[config.mk]
export PLATFORM = sky130hd
export DESIGN_NAME = storage_arbiter_n
export DESIGN_NICKNAME = d
export VERILOG_FILES = /design/src/rtl/storage_pkg.sv /design/src/rtl/storage_arbiter_n_rr_arbiter.sv /design/src/rtl/storage_arbiter_n.sv
export SDC_FILE = /design/constraint.sdc
export NUM_CORES = 1
export LEC_CHECK = 0
export ABC_AREA = 1
export BUFFER_PORTS_ARGS = -buffer_cell sky130_fd_sc_hd__buf_2
export CORE_MARGIN = 10
export CORE_UTILIZATION = 46
export DETAILED_ROUTE_END_ITERATION = 10
export PLACE_DENSITY_LB_ADDON = 0.25
export SETUP_SLACK_MARGIN = 0.02
export SYNTH_ARGS = -nofsm -noshare
export SYNTH_HDL_FRONTEND = slang
export SYNTH_SLANG_ARGS = --single-unit
[constraint.sdc]
create_clock -name clk -period 2.3 [get_ports clk]
set_clock_uncertainty 0.2 [all_clocks]
set_input_delay 0.23 -clock clk [delete_from_list [all_inputs] [get_ports clk]]
set_output_delay 0.23 -clock clk [all_outputs]
set_load 0.01 [all_outputs]
[src/rtl/storage_pkg.sv]
// ============================================================================
// Module   : storage_pkg
// Desc     : Shared definitions for the storage arbiter: FSM state encoding,
//            default RAM address/data widths and a width helper that never
//            returns zero (for ch_out / file_idx / counters).
// Revision : 1.0 - initial release
// ============================================================================
`default_nettype none

package storage_pkg;

    // Access sequencer states: one RAM access in flight at a time
    typedef enum logic [1:0] {
        ST_IDLE   = 2'd0,
        ST_ACCESS = 2'd1,
        ST_RESP   = 2'd2
    } state_t;

    localparam int DEF_AW = 27;
    localparam int DEF_DW = 16;

    // $clog2 that yields at least 1 so a 1-entry field still has a bit
    function automatic int clog2_min1(input int n);
        return (n <= 2) ? 1 : $clog2(n);
    endfunction

endpackage

`default_nettype wire

[src/rtl/storage_arbiter_n_rr_arbiter.sv]
// ============================================================================
// Module   : rr_arbiter
// Desc     : Combinational round-robin picker. Searches the request vector
//            starting one past ptr (mod NUM_CH) and returns a one-hot grant
//            plus the binary index of the winner.
// Revision : 1.0 - initial release
// ============================================================================
`default_nettype none

module rr_arbiter
    import storage_pkg::*;
#(
    parameter int NUM_CH = 4
) (
    input  logic [NUM_CH-1:0]               req,
    input  logic [clog2_min1(NUM_CH)-1:0]   ptr,
    output logic [NUM_CH-1:0]               gnt,
    output logic [clog2_min1(NUM_CH)-1:0]   idx,
    output logic                            any
);

    localparam int CW = clog2_min1(NUM_CH);

    logic [CW-1:0] cand;

    // Scan farthest-to-nearest so the nearest pending port after ptr wins last
    always_comb begin
        gnt  = '0;
        idx  = '0;
        cand = '0;
        for (int i = NUM_CH; i >= 1; i--) begin
            cand = CW'((int'(ptr) + i) % NUM_CH);
            if (req[cand]) begin
                gnt       = '0;
                gnt[cand] = 1'b1;
                idx       = cand;
            end
        end
    end

    assign any = |req;

endmodule

`default_nettype wire

[src/rtl/storage_arbiter_n.sv]
// ============================================================================
// Module   : storage_arbiter_n
// Desc     : Multiplexes one SD load stream and NUM_CH round-robin playback
//            read ports onto a single strobed external RAM. Tracks file start
//            addresses and reports them to the sampler controller.
// Config   : STORAGE_ARB_STARVE_GUARD_EN - after SD_BURST consecutive SD
//            writes with reads pending, one read is forced through.
// Revision : 1.0 - initial release
// ============================================================================
`default_nettype none

module storage_arbiter_n
    import storage_pkg::*;
#(
    parameter int NUM_CH    = 4,
    parameter int AW        = DEF_AW,
    parameter int DW        = DEF_DW,
    parameter int RAM_WAIT  = 2,
    parameter int RAM_DEPTH = 2**AW,
    parameter int MAX_FILES = 16,
    parameter int SD_BURST  = 8
) (
    input  logic                                clk,
    input  logic                                reset,
    // SD load stream (sd_data is a signed sample word)
    input  logic                                sd_valid,
    input  logic [DW-1:0]                       sd_data,
    input  logic                                sd_new_file,
    output logic                                sd_ready,
    // playback read ports
    input  logic [NUM_CH-1:0]                   pb_valid,
    input  logic [NUM_CH*AW-1:0]                pb_addr,
    output logic [NUM_CH-1:0]                   pb_ready,
    // file start reporting
    output logic                                update,
    output logic [AW-1:0]                       start_addr,
    output logic [clog2_min1(MAX_FILES)-1:0]    file_idx,
    // external RAM
    output logic [AW-1:0]                       ram_a,
    output logic [DW-1:0]                       ram_dq_i,
    input  logic [DW-1:0]                       ram_dq_o,
    output logic                                ram_cen,
    output logic                                ram_oen,
    output logic                                ram_wen,
    // read response
    output logic                                data_ready,
    output logic [DW-1:0]                       audio_out,
    output logic [clog2_min1(NUM_CH)-1:0]       ch_out,
    output logic                                full
);

    localparam int CW  = clog2_min1(NUM_CH);
    localparam int FW  = clog2_min1(MAX_FILES);
    localparam int FCW = clog2_min1(MAX_FILES + 1);
    localparam int WW  = clog2_min1(RAM_WAIT);
    localparam int BW  = clog2_min1(SD_BURST + 1);

    localparam logic [AW-1:0]  LAST_ADDR = AW'(RAM_DEPTH - 1);
    localparam logic [FCW-1:0] FILE_LIM  = FCW'(MAX_FILES);
    localparam logic [WW-1:0]  WAIT_LAST = WW'(RAM_WAIT - 1);
    localparam logic [CW-1:0]  RR_RST    = CW'(NUM_CH - 1);

    state_t          state_q, state_d;
    logic [WW-1:0]   wait_q, wait_d;
    logic [AW-1:0]   wr_ptr_q, wr_ptr_d;
    logic            full_q, full_d;
    logic [FCW-1:0]  file_cnt_q, file_cnt_d;
    logic [CW-1:0]   rr_ptr_q, rr_ptr_d;
    logic [CW-1:0]   cur_ch_q, cur_ch_d;
    logic            cur_rd_q, cur_rd_d;
    logic [AW-1:0]   ram_a_q, ram_a_d;
    logic [DW-1:0]   ram_dq_i_q, ram_dq_i_d;
    logic            ram_cen_q, ram_cen_d;
    logic            ram_oen_q, ram_oen_d;
    logic            ram_wen_q, ram_wen_d;
    logic            update_q, update_d;
    logic [AW-1:0]   start_addr_q, start_addr_d;
    logic [FW-1:0]   file_idx_q, file_idx_d;
    logic            data_ready_q, data_ready_d;
    logic [DW-1:0]   audio_q, audio_d;
    logic [CW-1:0]   ch_out_q, ch_out_d;

    logic [NUM_CH-1:0] w_gnt;
    logic [CW-1:0]     w_gnt_idx;
    logic              w_rr_any;
    logic              w_starve;
    logic              w_sd_win;
    logic              w_rd_win;
    logic [AW-1:0]     w_pb_addr [NUM_CH];

    // Unpack the flat per-port address bus
    generate
        for (genvar k = 0; k < NUM_CH; k++) begin : g_addr
            assign w_pb_addr[k] = pb_addr[k*AW +: AW];
        end
    endgenerate

    rr_arbiter #(
        .NUM_CH (NUM_CH)
    ) u_rr (
        .req    (pb_valid),
        .ptr    (rr_ptr_q),
        .gnt    (w_gnt),
        .idx    (w_gnt_idx),
        .any    (w_rr_any)
    );

`ifdef STORAGE_ARB_STARVE_GUARD_EN
    logic [BW-1:0] burst_q, burst_d;

    // Count back-to-back SD grants made while some read was waiting
    always_comb begin
        burst_d = burst_q;
        if (w_sd_win) begin
            burst_d = w_rr_any ? burst_q + BW'(1) : '0;
        end else if (w_rd_win) begin
            burst_d = '0;
        end
    end

    // Burst counter register
    always_ff @(posedge clk) begin
        if (reset) begin
            burst_q <= '0;
        end else begin
            burst_q <= burst_d;
        end
    end

    assign w_starve = (burst_q == BW'(SD_BURST));
`else
    // Strict SD priority; a non-positive burst limit is never a valid setting
    assign w_starve = (SD_BURST < 1);
`endif

    // Grant decision, only meaningful while the sequencer is idle
    assign sd_ready = (state_q == ST_IDLE) && !full_q && !reset;
    assign w_sd_win = sd_valid && sd_ready && !(w_starve && w_rr_any);
    assign w_rd_win = (state_q == ST_IDLE) && !reset && w_rr_any && !w_sd_win;
    assign pb_ready = w_rd_win ? w_gnt : '0;

    // Access sequencer: next state, RAM strobes, file reporting, responses
    always_comb begin
        state_d      = state_q;
        wait_d       = wait_q;
        wr_ptr_d     = wr_ptr_q;
        full_d       = full_q;
        file_cnt_d   = file_cnt_q;
        rr_ptr_d     = rr_ptr_q;
        cur_ch_d     = cur_ch_q;
        cur_rd_d     = cur_rd_q;
        ram_a_d      = ram_a_q;
        ram_dq_i_d   = ram_dq_i_q;
        ram_cen_d    = ram_cen_q;
        ram_oen_d    = ram_oen_q;
        ram_wen_d    = ram_wen_q;
        update_d     = 1'b0;
        start_addr_d = start_addr_q;
        file_idx_d   = file_idx_q;
        data_ready_d = 1'b0;
        audio_d      = audio_q;
        ch_out_d     = ch_out_q;

        case (state_q)
            ST_IDLE: begin
                if (w_sd_win) begin
                    state_d    = ST_ACCESS;
                    cur_rd_d   = 1'b0;
                    ram_a_d    = wr_ptr_q;
                    ram_dq_i_d = sd_data;
                    ram_cen_d  = 1'b0;
                    ram_wen_d  = 1'b0;
                    // The last word is written once, then the pointer parks
                    if (wr_ptr_q == LAST_ADDR) begin
                        full_d = 1'b1;
                    end else begin
                        wr_ptr_d = wr_ptr_q + AW'(1);
                    end
                    if (sd_new_file && (file_cnt_q < FILE_LIM)) begin
                        update_d     = 1'b1;
                        start_addr_d = wr_ptr_q;
                        file_idx_d   = FW'(file_cnt_q);
                        file_cnt_d   = file_cnt_q + FCW'(1);
                    end
                end else if (w_rd_win) begin
                    state_d   = ST_ACCESS;
                    cur_rd_d  = 1'b1;
                    cur_ch_d  = w_gnt_idx;
                    rr_ptr_d  = w_gnt_idx;
                    ram_a_d   = w_pb_addr[w_gnt_idx];
                    ram_cen_d = 1'b0;
                    ram_oen_d = 1'b0;
                end
            end
            ST_ACCESS: begin
                if (wait_q == WAIT_LAST) begin
                    state_d   = ST_RESP;
                    wait_d    = '0;
                    ram_cen_d = 1'b1;
                    ram_oen_d = 1'b1;
                    ram_wen_d = 1'b1;
                    if (cur_rd_q) begin
                        data_ready_d = 1'b1;
                        audio_d      = ram_dq_o;
                        ch_out_d     = cur_ch_q;
                    end
                end else begin
                    wait_d = wait_q + WW'(1);
                end
            end
            ST_RESP: begin
                state_d = ST_IDLE;
            end
            default: begin
                state_d = ST_IDLE;
            end
        endcase
    end

    // State and output registers
    always_ff @(posedge clk) begin
        if (reset) begin
            state_q      <= ST_IDLE;
            wait_q       <= '0;
            wr_ptr_q     <= '0;
            full_q       <= 1'b0;
            file_cnt_q   <= '0;
            rr_ptr_q     <= RR_RST;
            cur_ch_q     <= '0;
            cur_rd_q     <= 1'b0;
            ram_a_q      <= '0;
            ram_dq_i_q   <= '0;
            ram_cen_q    <= 1'b1;
            ram_oen_q    <= 1'b1;
            ram_wen_q    <= 1'b1;
            update_q     <= 1'b0;
            start_addr_q <= '0;
            file_idx_q   <= '0;
            data_ready_q <= 1'b0;
            audio_q      <= '0;
            ch_out_q     <= '0;
        end else begin
            state_q      <= state_d;
            wait_q       <= wait_d;
            wr_ptr_q     <= wr_ptr_d;
            full_q       <= full_d;
            file_cnt_q   <= file_cnt_d;
            rr_ptr_q     <= rr_ptr_d;
            cur_ch_q     <= cur_ch_d;
            cur_rd_q     <= cur_rd_d;
            ram_a_q      <= ram_a_d;
            ram_dq_i_q   <= ram_dq_i_d;
            ram_cen_q    <= ram_cen_d;
            ram_oen_q    <= ram_oen_d;
            ram_wen_q    <= ram_wen_d;
            update_q     <= update_d;
            start_addr_q <= start_addr_d;
            file_idx_q   <= file_idx_d;
            data_ready_q <= data_ready_d;
            audio_q      <= audio_d;
            ch_out_q     <= ch_out_d;
        end
    end

    assign update     = update_q;
    assign start_addr = start_addr_q;
    assign file_idx   = file_idx_q;
    assign ram_a      = ram_a_q;
    assign ram_dq_i   = ram_dq_i_q;
    assign ram_cen    = ram_cen_q;
    assign ram_oen    = ram_oen_q;
    assign ram_wen    = ram_wen_q;
    assign data_ready = data_ready_q;
    assign audio_out  = audio_q;
    assign ch_out     = ch_out_q;
    assign full       = full_q;

endmodule

`default_nettype wire

==> results of run 1 <==
==> registers in the layout, indices dropped and copies added, names as in the netlist, 2 cells and up <==
register	cells
start_addr	27
ch_out	2
file_cnt_q	5
file_idx	4
ram_dq_i	16
cur_ch_q	2
audio_out	16
ram_a	27
rr_ptr_q	2
state_q	2
wr_ptr_q	27
==> logic make-up (layout without fill, tap and decap cells) <==
kind of cell	count (synthesis)	count (layout)
flip-flops	138	138
buffers and inverters	229	532
adder cells (fa/ha/maj)	9	9
XOR/XNOR	9	9
other	0	1
AND/OR/NAND/NOR	518	520
AO/OA/AOI/OAI	189	189
==> metrics by stage <==
stage | util (%) | worst slack (ps) | hold slack [ps]
2_1_floorplan | - | 35.8 | 165
3_3_place_gp | 56.1 | 29.9 | 232
3_5_place_dp | 56.1 | -5.35 | 230
4_1_cts | 62.4 | -24.9 | 18.0
5_1_grt | 64.9 | -93.9 | 69.8
6_report | 64.9 | 6.06 | 31.3
==> cell usage in the layout (no fill, tap or decap), types with 2 or more instances in the layout <==
cell,instances
sky130_fd_sc_hd__dfxtp_1,136
sky130_fd_sc_hd__nand4_1,10
sky130_fd_sc_hd__inv_1,156
sky130_fd_sc_hd__ha_1,8
sky130_fd_sc_hd__clkbuf_8,2
sky130_fd_sc_hd__nand2_1,217
sky130_fd_sc_hd__nand2_4,6
sky130_fd_sc_hd__clkbuf_1,2
sky130_fd_sc_hd__nor3_1,15
sky130_fd_sc_hd__nor3_2,3
sky130_fd_sc_hd__nor4_1,3
sky130_fd_sc_hd__dfxtp_2,2
sky130_fd_sc_hd__inv_2,5
sky130_fd_sc_hd__buf_12,5
sky130_fd_sc_hd__nand3_4,4
sky130_fd_sc_hd__clkinv_4,2
sky130_fd_sc_hd__buf_2,249
sky130_fd_sc_hd__nand3_2,4
sky130_fd_sc_hd__nand2_2,7
sky130_fd_sc_hd__nor2_1,93
sky130_fd_sc_hd__dlygate4sd3_1,32
sky130_fd_sc_hd__nor2_4,2
sky130_fd_sc_hd__bufinv_16,2
sky130_fd_sc_hd__a21oi_2,12
sky130_fd_sc_hd__nand3_1,122
sky130_fd_sc_hd__inv_4,4
sky130_fd_sc_hd__buf_6,5
sky130_fd_sc_hd__clkinv_2,3
sky130_fd_sc_hd__a211oi_1,27
sky130_fd_sc_hd__nand2_8,5
sky130_fd_sc_hd__o211ai_1,2
sky130_fd_sc_hd__a21oi_1,72
sky130_fd_sc_hd__xor2_1,9
sky130_fd_sc_hd__nand3b_1,28
sky130_fd_sc_hd__o21ai_0,63
sky130_fd_sc_hd__o21ai_1,9
sky130_fd_sc_hd__clkinvlp_4,5
sky130_fd_sc_hd__buf_4,33
sky130_fd_sc_hd__clkbuf_16,23
==> path summary, 6_finish.rpt <==
| kind | slack (ps) | depth (start not counted) | to |
|---|---|---|---|
| setup / recovery | 6 | 10 | pb_ready[2] |
| hold / removal | 30 | 7 | ram_a[6] |
| setup reg to reg | 40 | 15 | ram_a[3] |
| hold reg to reg | 250 | 2 | ram_wen |
==> worst max-delay path: cells and delay by family (launching register included) <==
kind | cells | cell delay [ps]
AOI/OAI and AO/OA | 3 | 300
DFF | 1 | 350
and+or+nand+nor | 3 | 280
adders and majority gates | 1 | 250
buffers and inverters | 3 | 260
==> synthesized netlist by cell type <==
cell	n	area (um2)
sky130_fd_sc_hd__inv_1	159	597
sky130_fd_sc_hd__buf_4	5	37.5
sky130_fd_sc_hd__buf_6	3	33.8
sky130_fd_sc_hd__xor2_1	9	78.8
sky130_fd_sc_hd__nand3_1	123	616
sky130_fd_sc_hd__nor2_1	93	349
sky130_fd_sc_hd__dfxtp_1	138	2760
sky130_fd_sc_hd__o2bb2ai_1	1	8.76
sky130_fd_sc_hd__nand2_2	5	31.3
sky130_fd_sc_hd__and3_1	1	6.26
sky130_fd_sc_hd__clkinv_4	1	8.76
sky130_fd_sc_hd__o21ai_0	68	340
sky130_fd_sc_hd__nor2_2	1	6.26
sky130_fd_sc_hd__nor2_4	1	11.3
sky130_fd_sc_hd__a211oi_1	27	203
sky130_fd_sc_hd__nand2_4	5	56.3
sky130_fd_sc_hd__ha_1	9	113
sky130_fd_sc_hd__buf_1	4	15.0
sky130_fd_sc_hd__nand3_2	7	70.1
sky130_fd_sc_hd__nor4_1	3	18.8
sky130_fd_sc_hd__buf_2	26	130
sky130_fd_sc_hd__inv_2	6	22.5
sky130_fd_sc_hd__nand2_8	2	40.0
sky130_fd_sc_hd__nand4_1	10	62.6
sky130_fd_sc_hd__nand2_1	221	830
sky130_fd_sc_hd__nand3b_1	28	210
sky130_fd_sc_hd__o21ai_1	4	20.0
sky130_fd_sc_hd__clkbuf_1	23	86.3
sky130_fd_sc_hd__o211ai_1	2	15.0
sky130_fd_sc_hd__nor3_1	18	90.1
sky130_fd_sc_hd__clkinv_1	1	3.75
sky130_fd_sc_hd__o21a_1	1	7.51
sky130_fd_sc_hd__o31ai_1	1	7.51
sky130_fd_sc_hd__a21oi_2	11	96.3
sky130_fd_sc_hd__inv_4	1	6.26
sky130_fd_sc_hd__a21oi_1	73	365
sky130_fd_sc_hd__a31oi_1	1	6.26
==> repair_timing <==
item	in CTS	in global routing
pin swaps	4	38
resized for setup	16	26
cloned	0	11
setup endpoints to repair	14	70
endpoints found under the hold margin	32	0
setup buffers	3	9
hold buffers	32	0
==> metal layers <==
metal / wire length [um] / vias up / GRT usage (%)
met1: 10100 / 3812 / 23.4
li1: - / 4113 / -
met3: 2590 / 53 / 8.16
met5: 0 / - / 0
met4: 756 / 0 / 9.06
met2: 12600 / 339 / 38.4
==> power breakdown <==
group	leakage, nW	total (mW)	internal (mW)	switching (mW)
logic	3.50	2.70	1.11	1.59
clock network	0.271	2.68	1.65	1.03
registers	1.12	2.63	2.54	0.0857
total	4.89	8.00	5.30	2.70
==> layout make-up <==
cell class	count	area share (%)
inverters	168	6.38
repair buffers	332	21.1
clock buffers	21	4.50
flip-flops and latches	138	27.0
clock inverters	11	1.19
diodes	1	0.0244
well taps	216	2.64
multi-input cells	727	37.2
==> summary.md, run 1 <==
| Metric | Value |
|---|---|
| Setup repair after global routing missed its margin | yes |
| Peak clock frequency supported by timing | 436 MHz |
| Critical path type | flip-flop to output port |
| Antenna Violating Nets Remaining | 0 |
| Register clock-pin slew on the reported worst setup and hold paths | 60 ps |
| Static leakage | 4.89 nW |
| Fillers | 1459 |
| Global-route congestion overflow total | 0 |
| Main combinational cell family by area after synthesis | simple AND/OR/NAND/NOR gates |
| Total of flip-flops plus latches after synthesis | 138 |
| Initial cell density of the core | 46.7% |
| CP startpoint kind | flip-flop |
| Average size of a mapped cell | 6.74 um2 |
| Max-slew headroom | 26.1% |
| XOR/XNOR Fraction of Synth Area | 1.07% |
| Summed area of non-filler cells in the final layout | 10200 um2 |
| Fin cells | 1614 |
| Max Cap Violations | 0 |
| Number of distinct library cells after synthesis | 37 |
| Shortest clock period the worst path allows after layout | 2290 ps |
| Via-per-instance ratio | 5.15 |
| Clk root buf | sky130_fd_sc_hd__clkbuf_16 |
| Synthesized-area fraction occupied by ao, oa, aoi and oai cells | 14.5% |
| Final HPWL DP | 17700 um |
| Number of nets in the layout | 1541 |
| Cell total after placement | 1526 |
| Horizontal extent of the die | 147 um |
| Reg2reg start | rr_ptr_q[0] |
| Number of antenna violations at the first check in global routing | 1 |
| Transition at the pin with the smallest max-transition slack | 1110 ps |
| Maximum clock path buffer count | 2 |
| CP Max Fanout | 4 |
| Adder and majority cell fraction of the synthesized area | 1.53% |
| Required time of the critical path | 1870 ps |
| # DRC | 0 |
| Inserted Clock Buffers | 17 |
| Number of buffers inserted by port buffering | 250 |
| Floorplan row count | 46 |
| DRT iter0 DRCs | 694 |
| Warnings, synthesis | 0 |
| Total of endpoints with negative setup slack in the final report | 0 |
| Number of global-route vias before repair | 8002 |
| Share of the clock period used by the worst path after layout | 99.7% |
| Syn Std Cell Area | 7360 um2 |
| Critical path's largest stage delay | 350 ps |
| Share of post-route cells with drive strength above 1 | 27.8% |
| Area of the core | 15800 um2 |
| Count of vias placed by the detailed router | 8317 |
| Detailed-route wire length per cell | 16.1 um |
| Data arrival time of the critical path | 1860 ps |
| Startpoint of the worst setup timing path | rr_ptr_q[0] |
| Slowest library cell on the worst path | sky130_fd_sc_hd__dfxtp_2 |
| Vert. Die Dim | 147 um |
| Layout area overhead | 39.1% |
| Count of pins over their slew limit | 0 |
| Clock tree from TritonCTS | built |
| Placed cell area | 8850 um2 |
| Run status | finished clean |
| Post-Route WL | 26100 um |
| Number of cells produced by synthesis | 1092 |
| Type of the tightest min-delay check | input pin to flip-flop |
| Cells along the critical path | inv_4 -> ha_4 -> inv_4 -> nand3_4 -> nand2_4 -> nand2_4 -> o2bb2ai_2 -> a31oi_1 -> a21oi_1 -> buf_2 |
| Drt pass-1 iters | 6 |
| Post-synthesis net count | 1249 |
| Total power after layout | 8.00 mW |
| Hold path start | pb_addr[33] |
| Simple-gate share of the synthesized area | 32.6% |
| Share of synthesized area occupied by flip-flops and latches | 37.5% |
| # IOs | 251 |
| Crit path capture type | output port |
| Clock latency at the later pin of the worst-skew pair | 420 ps |
| Area of combinational cells with multiple inputs | 3800 um2 |
| TritonCTS sink count | 138 |
| Setup TNS | 0 ps |
| Pin count of the biggest net entering global routing | 90 |
| Mux cell area share after synthesis | 0% |
| Die Area | 21500 um2 |
| Routability congestion estimate | 0.912 |
| Ratio of total power to cell area | 781 nW/um2 |
| H-tree levels | 4 |
| Global-route wire length before repair | 39300 um |
| Hold violation total from the final report | 0 |
| Total routing resource utilization after global routing | 22.0% |
| Storage cell area | 2770 um2 |
| VDD IR-drop max | 574 uV |
No activity file was read; power rests on OpenSTA's default activity.
==> run 2: changes to the inputs <==
==> constraint.sdc (replaced) <==
create_clock -name clk -period 2.3 [get_ports clk]
set_clock_uncertainty 0.2 [all_clocks]
set_input_delay 0.46 -clock clk [delete_from_list [all_inputs] [get_ports clk]]
set_output_delay 0.46 -clock clk [all_outputs]
set_load 0.01 [all_outputs]
==> run 2 against run 1 <==
Against the previous run:
- the run now ends with negative setup slack left
- final area fell by 3.6%
- global-route usage is 0.32 points higher
- combinational power is 5% lower
- highest routed layer unchanged
==> summary.md, run 2 (synthesis results as in run 1) <==
| Metric | Value |
|---|---|
| DRT iter0 DRCs | 686 (was 694) |
| H-tree levels | 4 (unchanged) |
| Drt pass-1 iters | 6 (unchanged) |
| DP Worst Slack | -65.7 ps (was -5.35 ps) |
| Run status | finished with violations (was finished clean) |
| Number of cells on the worst reg-to-reg path | 16 (was 15) |
| Setup repair after global routing missed its margin | yes (unchanged) |
| Peak clock frequency supported by timing | 381 MHz (was 436 MHz) |
| Area of the core | 15800 um2 (unchanged) |
| Number of nets in the layout | 1510 (was 1541) |
| Violations in the final reports | negative setup slack |
| Global-route congestion overflow total | 0 (unchanged) |
| Shortest clock period the worst path allows after layout | 2620 ps (was 2290 ps) |
| Fin cells | 1582 (was 1614) |
| Count of vias placed by the detailed router | 7953 (was 8317) |
| Type of the tightest min-delay check | input pin to flip-flop (unchanged) |
| Routability congestion estimate | 0.937 (was 0.912) |
| # DRC | 0 (unchanged) |
| VDD IR-drop max | 546 uV (was 574 uV) |
| Met3 layer wire length in the routed design | 2110 um (was 2590 um) |
| Clock tree from TritonCTS | built (unchanged) |
| Clock latency at the later pin of the worst-skew pair | 420 ps (about the same) |
| Max-slew headroom | 31.0% (was 26.1%) |
| TritonCTS sink count | 138 (unchanged) |
| Vert. Die Dim | 147 um (unchanged) |
| Reg2reg start | rr_ptr_q[0] (unchanged) |
| Data arrival time of the critical path | 1960 ps (was 1860 ps) |
| Hold violation total from the final report | 0 (unchanged) |
| Leading cell type in the layout, fill and taps excluded | sky130_fd_sc_hd__buf_2 (unchanged) |
| Setup TNS | -1220 ps (was 0 ps) |
| Antenna Violating Nets Remaining | 0 (unchanged) |
| CP startpoint kind | flip-flop (unchanged) |
| Die Area | 21500 um2 (unchanged) |
| Final worst-path setup slack | -325 ps (was 6.06 ps) |
| Fillers | 1506 (was 1459) |
| Storage cell area | 2770 um2 (about the same) |
| Horizontal extent of the die | 147 um (unchanged) |
| Internal reg-to-reg setup slack | -30 ps (was 40 ps) |
| Final cell utilization of the core | 62.6% (was 64.9%) |
| Crit path capture type | output port (unchanged) |
| Layout area overhead | 34.1% (was 39.1%) |
| Cell total after placement | 1544 (was 1526) |
| Placed cell area | 9030 um2 (was 8850 um2) |
| Total routing resource utilization after global routing | 22.3% (was 22.0%) |
| Detailed-route wire length per cell | 15.6 um (was 16.1 um) |
| Metal2 WL | 11700 um (was 12600 um) |
| Static leakage | 4.74 nW (was 4.89 nW) |
| Number of buffers inserted by port buffering | 250 (unchanged) |
| Required time of the critical path | 1640 ps (was 1870 ps) |
| # IOs | 251 (unchanged) |
| Number of antenna violations at the first check in global routing | 0 (was 1) |
| Via-per-instance ratio | 5.03 (was 5.15) |
| Inserted Clock Buffers | 17 (unchanged) |
| Most frequent cells in the layout | 249 x sky130_fd_sc_hd__buf_2, 208 x sky130_fd_sc_hd__nand2_1, 156 x sky130_fd_sc_hd__inv_1 (was 249 x sky130_fd_sc_hd__buf_2, 217 x sky130_fd_sc_hd__nand2_1, 156 x sky130_fd_sc_hd__inv_1) |
| Hold path start | ram_dq_o[9] (was pb_addr[33]) |
| Total of endpoints with negative setup slack in the final report | 10 (was 0) |
| Capture instance of the worst register-to-register path | ram_a[6] (was ram_a[3]) |
| Transition at the pin with the smallest max-transition slack | 1030 ps (was 1110 ps) |
| Max Cap Violations | 0 (unchanged) |
| Count of pins over their slew limit | 0 (unchanged) |
| Summed area of non-filler cells in the final layout | 9880 um2 (was 10200 um2) |
| Critical path type | flip-flop to output port (unchanged) |
| Clk root buf | sky130_fd_sc_hd__clkbuf_16 (unchanged) |
| Maximum clock path buffer count | 2 (unchanged) |
| Global-route wire length before repair | 39900 um (was 39300 um) |
| Final HPWL DP | 18700 um (was 17700 um) |
| Register clock-pin slew on the reported worst setup and hold paths | 60 ps (about the same) |
| Area of combinational cells with multiple inputs | 3820 um2 (was 3800 um2) |
| Uppermost layer routed | met4 (unchanged) |
| Initial cell density of the core | 46.7% (unchanged) |
| Hold depth | 3 (was 7) |
| Ratio of total power to cell area | 823 nW/um2 (was 781 nW/um2) |
| Share of post-route cells with drive strength above 1 | 29.9% (was 27.8%) |
| Number of global-route vias before repair | 7639 (was 8002) |
| Detailed-routing wirelength on met1 | 10400 um (was 10100 um) |
| Post-Route WL | 24700 um (was 26100 um) |
| Floorplan row count | 46 (unchanged) |
| Share of the clock period used by the worst path after layout | 114% (was 99.7%) |
| Pin count of the biggest net entering global routing | 90 (unchanged) |
| CP Max Fanout | 4 (unchanged) |
| Endpoint of the worst hold path | audio_out[9] (was ram_a[6]) |
| Antenna diodes | 0 (was 1) |
## run 2: cell count changes in the layout (fill, tap and decap cells not counted), sizes merged
cell	before	now
dlygate4sd3	32	0
buf	294	303
clkbuf	27	19
clkinv	6	3
inv	166	169
bufinv	2	4
nand2	235	233
diode	1	0
## run 2: critical path, cell delays in order, from the launching register on
cell,delay [ps]
sky130_fd_sc_hd__dfxtp_2,360
sky130_fd_sc_hd__inv_4,50
sky130_fd_sc_hd__ha_4,260
sky130_fd_sc_hd__inv_4,70
sky130_fd_sc_hd__nand3_4,110
sky130_fd_sc_hd__nand2_4,110
sky130_fd_sc_hd__nand2_4,60
sky130_fd_sc_hd__o2bb2ai_4,110
sky130_fd_sc_hd__a31oi_1,50
sky130_fd_sc_hd__a21oi_1,200
sky130_fd_sc_hd__buf_2,170
## run 2: final cells by class
type | instances | area share (%)
Inverter | 168 | 6.51
Tap cell | 216 | 2.74
Timing Repair Buffer | 303 | 17.7
Clock buffer | 19 | 4.48
Clock inverter | 13 | 1.94
Multi-Input combinational cell | 725 | 38.6
Sequential cell | 138 | 28.0
## run 2: where the power goes
| group | switching (mW) | internal [mW] | leakage [nW] |
|---|---|---|---|
| sequential | 0.0804 | 2.54 | 1.12 |
| clock | 1.07 | 1.85 | 0.294 |
| combinational | 1.56 | 1.01 | 3.32 |
## run 2: metrics by stage
| step | hold slack (ps) | power, mW |
|---|---|---|
| 2_1_floorplan | 236 | 4.21 |
| 6_report | 67.2 | 8.12 |
| 5_1_grt | 67.6 | 8.59 |
| 3_5_place_dp | 238 | 5.04 |
| 3_3_place_gp | 225 | 5.02 |
| 4_1_cts | 56.5 | 8.06 |
## run 2: worst max path at each step
| stage | from | endpoint | slack, ps | depth (start not counted) |
|---|---|---|---|---|
| 5_1_grt | rr_ptr_q[0] | pb_ready[2] | -370 | 10 |
| 6_report | rr_ptr_q[0] | pb_ready[2] | -320 | 10 |
| 3_3_place_gp | pb_valid[2] | pb_ready[1] | -40 | 8 |
| 2_1_floorplan | rr_ptr_q[0] | ram_a[10] | 40 | 15 |
| 3_5_place_dp | pb_valid[2] | pb_ready[1] | -70 | 8 |
| 4_1_cts | rr_ptr_q[0] | pb_ready[1] | -270 | 10 |
## run 2: repair_timing
| action | CTS | global route |
|---|---|---|
| endpoints found under the hold margin | 0 | 0 |
| setup buffers | 3 | 3 |
| endpoints found under the setup margin | 9 | 38 |
| hold buffers | 0 | 0 |
| pin swaps | 7 | 6 |
| resized for setup | 22 | 25 |
## run 2: per-layer routing
layer / track usage, % / vias to the layer above
li1: - / 4043
met1: 27.2 / 3578
met2: 36.5 / 299
met3: 7.88 / 33
met4: 5.96 / 0
met5: 0 / -
==> run 3: changes to the inputs <==
--- a/config.mk
+++ b/config.mk
@@ -7,6 +7,7 @@
 export LEC_CHECK = 0
 export ABC_AREA = 1
 export BUFFER_PORTS_ARGS = -buffer_cell sky130_fd_sc_hd__buf_2
+export CORE_ASPECT_RATIO = 2
 export CORE_MARGIN = 10
 export CORE_UTILIZATION = 46
 export DETAILED_ROUTE_END_ITERATION = 10
==> run 3 against run 2 <==
Against the previous run:
- the run still ends with negative setup slack left
- core utilization is 3.4 points higher
- combinational power up 21%
- global-route usage fell by 0.43 points
- first-iteration DRC count down 45%
- fmax increased by 0.99%
- die area rose by 1.4%
- sequential power about the same
- sequential cell count stayed put
- non-clock buffer count is 29 higher
- critical endpoint is now pb_ready[1]
- largest cell class unchanged
- highest routed layer unchanged
==> summary.md, run 3 (synthesis results as in run 1) <==
| Metric | Value |
|---|---|
| Run status | finished with violations (unchanged) |
| Violations in the final reports | negative setup slack (unchanged) |
| Maximum clock path buffer count | 2 (unchanged) |
| Static leakage | 4.99 nW (was 4.74 nW) |
| Floorplan row count | 65 (was 46) |
| Area of the core | 15800 um2 (about the same) |
| Peak clock frequency supported by timing | 385 MHz (was 381 MHz) |
| Total power after layout | 8.44 mW (was 8.12 mW) |
| Final HPWL DP | 18700 um (about the same) |
| CP startpoint kind | flip-flop (unchanged) |
| Horizontal extent of the die | 109 um (was 147 um) |
| Reg2reg start | rr_ptr_q[0] (unchanged) |
| H-tree levels | 4 (unchanged) |
| Met3 layer wire length in the routed design | 1750 um (was 2110 um) |
| Antenna Violating Nets Remaining | 0 (unchanged) |
| Global-route congestion overflow total | 0 (unchanged) |
| # DRC | 0 (unchanged) |
| Clock tree from TritonCTS | built (unchanged) |
| Critical path's largest stage delay | 360 ps (about the same) |
| Hold depth | 3 (unchanged) |
| DRT iter0 DRCs | 378 (was 686) |
| VDD IR-drop max | 598 uV (was 546 uV) |
| Layout area overhead | 41.5% (was 34.1%) |
| Count of pins over their slew limit | 0 (unchanged) |
| Setup repair after global routing missed its margin | yes (unchanged) |
| Initial cell density of the core | 46.7% (about the same) |
| Hold slack final | 56.0 ps (was 67.2 ps) |
| Capture instance of the worst register-to-register path | ram_a[15] (was ram_a[6]) |
| Routability congestion estimate | 1.01 (was 0.937) |
| # IOs | 251 (unchanged) |
| Crit path capture type | output port (unchanged) |
| Max-slew headroom | 60.6% (was 31.0%) |
| Share of the clock period used by the worst path after layout | 113% (was 114%) |
| Critical path type | flip-flop to output port (unchanged) |
| Ratio of total power to cell area | 810 nW/um2 (was 823 nW/um2) |
| Hold path start | ram_dq_o[4] (was ram_dq_o[9]) |
| Shortest clock period the worst path allows after layout | 2600 ps (was 2620 ps) |
| Total of endpoints with negative setup slack in the final report | 26 (was 10) |
| Most frequent cells in the layout | 250 x sky130_fd_sc_hd__buf_2, 184 x sky130_fd_sc_hd__nand2_1, 156 x sky130_fd_sc_hd__inv_1 (was 249 x sky130_fd_sc_hd__buf_2, 208 x sky130_fd_sc_hd__nand2_1, 156 x sky130_fd_sc_hd__inv_1) |
| Cells along the critical path | inv_4 -> buf_12 -> nand2_2 -> nand3_1 -> nand2_2 -> nand3_4 -> o21ai_1 -> o21ai_1 -> a21oi_1 -> buf_2 (was inv_4 -> ha_4 -> inv_4 -> nand3_4 -> nand2_4 -> nand2_4 -> o2bb2ai_4 -> a31oi_1 -> a21oi_1 -> buf_2) |
| Type of the tightest min-delay check | input pin to flip-flop (unchanged) |
| Share of post-route cells with drive strength above 1 | 34.7% (was 29.9%) |
| Via-per-instance ratio | 5.11 (was 5.03) |
| Data arrival time of the critical path | 1940 ps (was 1960 ps) |
| Uppermost layer routed | met4 (unchanged) |
| Count of vias placed by the detailed router | 8184 (was 7953) |
| Max Cap Violations | 0 (unchanged) |
| Kind of cell with the highest combined delay on the critical path | simple AND/OR/NAND/NOR gates (was flip-flops) |
| Clock latency at the later pin of the worst-skew pair | 430 ps (was 420 ps) |
| Slowest library cell on the worst path | sky130_fd_sc_hd__dfxtp_2 (unchanged) |
| Die Area | 21800 um2 (was 21500 um2) |
| Drt pass-1 iters | 5 (was 6) |
| Endpoint of the worst hold path | audio_out[4] (was audio_out[9]) |
| Vert. Die Dim | 199 um (was 147 um) |
| Worst path buffer plus inverter count | 3 (unchanged) |
| Pin count of the biggest net entering global routing | 55 (was 90) |
| Post-Route WL | 25900 um (was 24700 um) |
| Number of nets in the layout | 1544 (was 1510) |
| Number of antenna violations at the first check in global routing | 1 (was 0) |
| Detailed-routing wirelength on met1 | 9020 um (was 10400 um) |
| Internal reg-to-reg setup slack | -110 ps (was -30 ps) |
| Transition at the pin with the smallest max-transition slack | 590 ps (was 1030 ps) |
| CP Max Fanout | 9 (was 4) |
| Leading cell type in the layout, fill and taps excluded | sky130_fd_sc_hd__buf_2 (unchanged) |
| Global-route wire length before repair | 38300 um (was 39900 um) |
| Hold violation total from the final report | 0 (unchanged) |
| Number of buffers inserted by port buffering | 250 (unchanged) |
| Number of cells on the worst reg-to-reg path | 17 (was 16) |
| Total routing resource utilization after global routing | 21.9% (was 22.3%) |
| Required time of the critical path | 1640 ps (about the same) |
| Clk root buf | sky130_fd_sc_hd__clkbuf_16 (unchanged) |
| Metal2 WL | 13900 um (was 11700 um) |
| Final worst-path setup slack | -299 ps (was -325 ps) |
| Fillers | 1404 (was 1506) |
| Number of global-route vias before repair | 7890 (was 7639) |
| Register clock-pin slew on the reported worst setup and hold paths | 60 ps (about the same) |
| Inserted Clock Buffers | 17 (unchanged) |
| TritonCTS sink count | 138 (unchanged) |
| Detailed-route wire length per cell | 16.2 um (was 15.6 um) |
run 3: worst max path at each step:
| stage | start | end | slack (ps) | cells after the start |
|---|---|---|---|---|
| CTS | rr_ptr_q[0] | pb_ready[2] | -260 | 9 |
| global route | rr_ptr_q[0] | pb_ready[2] | -380 | 9 |
| global placement | rr_ptr_q[0] | pb_ready[2] | 10 | 10 |
| finish | rr_ptr_q[0] | pb_ready[1] | -300 | 10 |
| detailed placement | rr_ptr_q[0] | ram_a[23] | 9 | 14 |
| floorplan | rr_ptr_q[0] | ram_a[10] | 40 | 15 |
run 3: final cells by class:
cell class,instances,area [um2],area share [%]
clock buffers,19,443,4.25
clock inverters,13,146,1.41
flip-flops and latches,138,2770,26.6
repair buffers,332,2060,19.7
multi-input cells,730,4100,39.4
well taps,201,251,2.41
diodes,1,2.50,0.0240
inverters,168,646,6.20
run 3: layer usage:
| layer | global-route usage, % | up-vias |
|---|---|---|
| met1 | 22.1 | 3665 |
| met3 | 5.54 | 87 |
| met5 | 0 | - |
| met4 | 11.1 | 0 |
| li1 | - | 4120 |
| met2 | 39.6 | 312 |
run 3: worst register-to-register path: stages (launching register included):
cell and delay (ps):
sky130_fd_sc_hd__dfxtp_2 360, sky130_fd_sc_hd__inv_4 50, sky130_fd_sc_hd__ha_4 300, sky130_fd_sc_hd__inv_4 50, sky130_fd_sc_hd__nand3_4 90, sky130_fd_sc_hd__nand2_4 60
sky130_fd_sc_hd__buf_6 120, sky130_fd_sc_hd__buf_6 110, sky130_fd_sc_hd__nor2_4 120, sky130_fd_sc_hd__nand2_8 100, sky130_fd_sc_hd__buf_6 130, sky130_fd_sc_hd__buf_12 130
sky130_fd_sc_hd__nand2_8 110, sky130_fd_sc_hd__nand2_1 70, sky130_fd_sc_hd__nand3_1 70, sky130_fd_sc_hd__nand2_1 80, sky130_fd_sc_hd__nand2_1 80, sky130_fd_sc_hd__a21oi_2 50
run 3: stage by stage:
stage / instance area [um2] / setup slack [ps] / TNS [ps] / util (%) / cells
floorplan: 7390 / 35.8 / 0 / - / 1092
global placement: 9010 / 11.2 / 0 / 57.1 / 1537
detailed placement: 9010 / 9.04 / 0 / 57.1 / 1537
CTS: 9750 / -255 / -979 / 61.8 / 1575
global route: 10400 / -376 / -4700 / 66.0 / 1602
finish: 10400 / -299 / -2500 / 66.0 / 1602
run 3: where the power goes:
part	internal (mW)	switching, mW
registers	2.54	0.0855
logic	1.28	1.82
clock network	1.63	1.08
run 3: timing repair:
item,in CTS,in global routing
pin swaps,12,29
buffers inserted,5,21
endpoints found under the setup margin,14,44
gates resized for setup,30,107
hold buffers,0,0
gates cloned,1,7
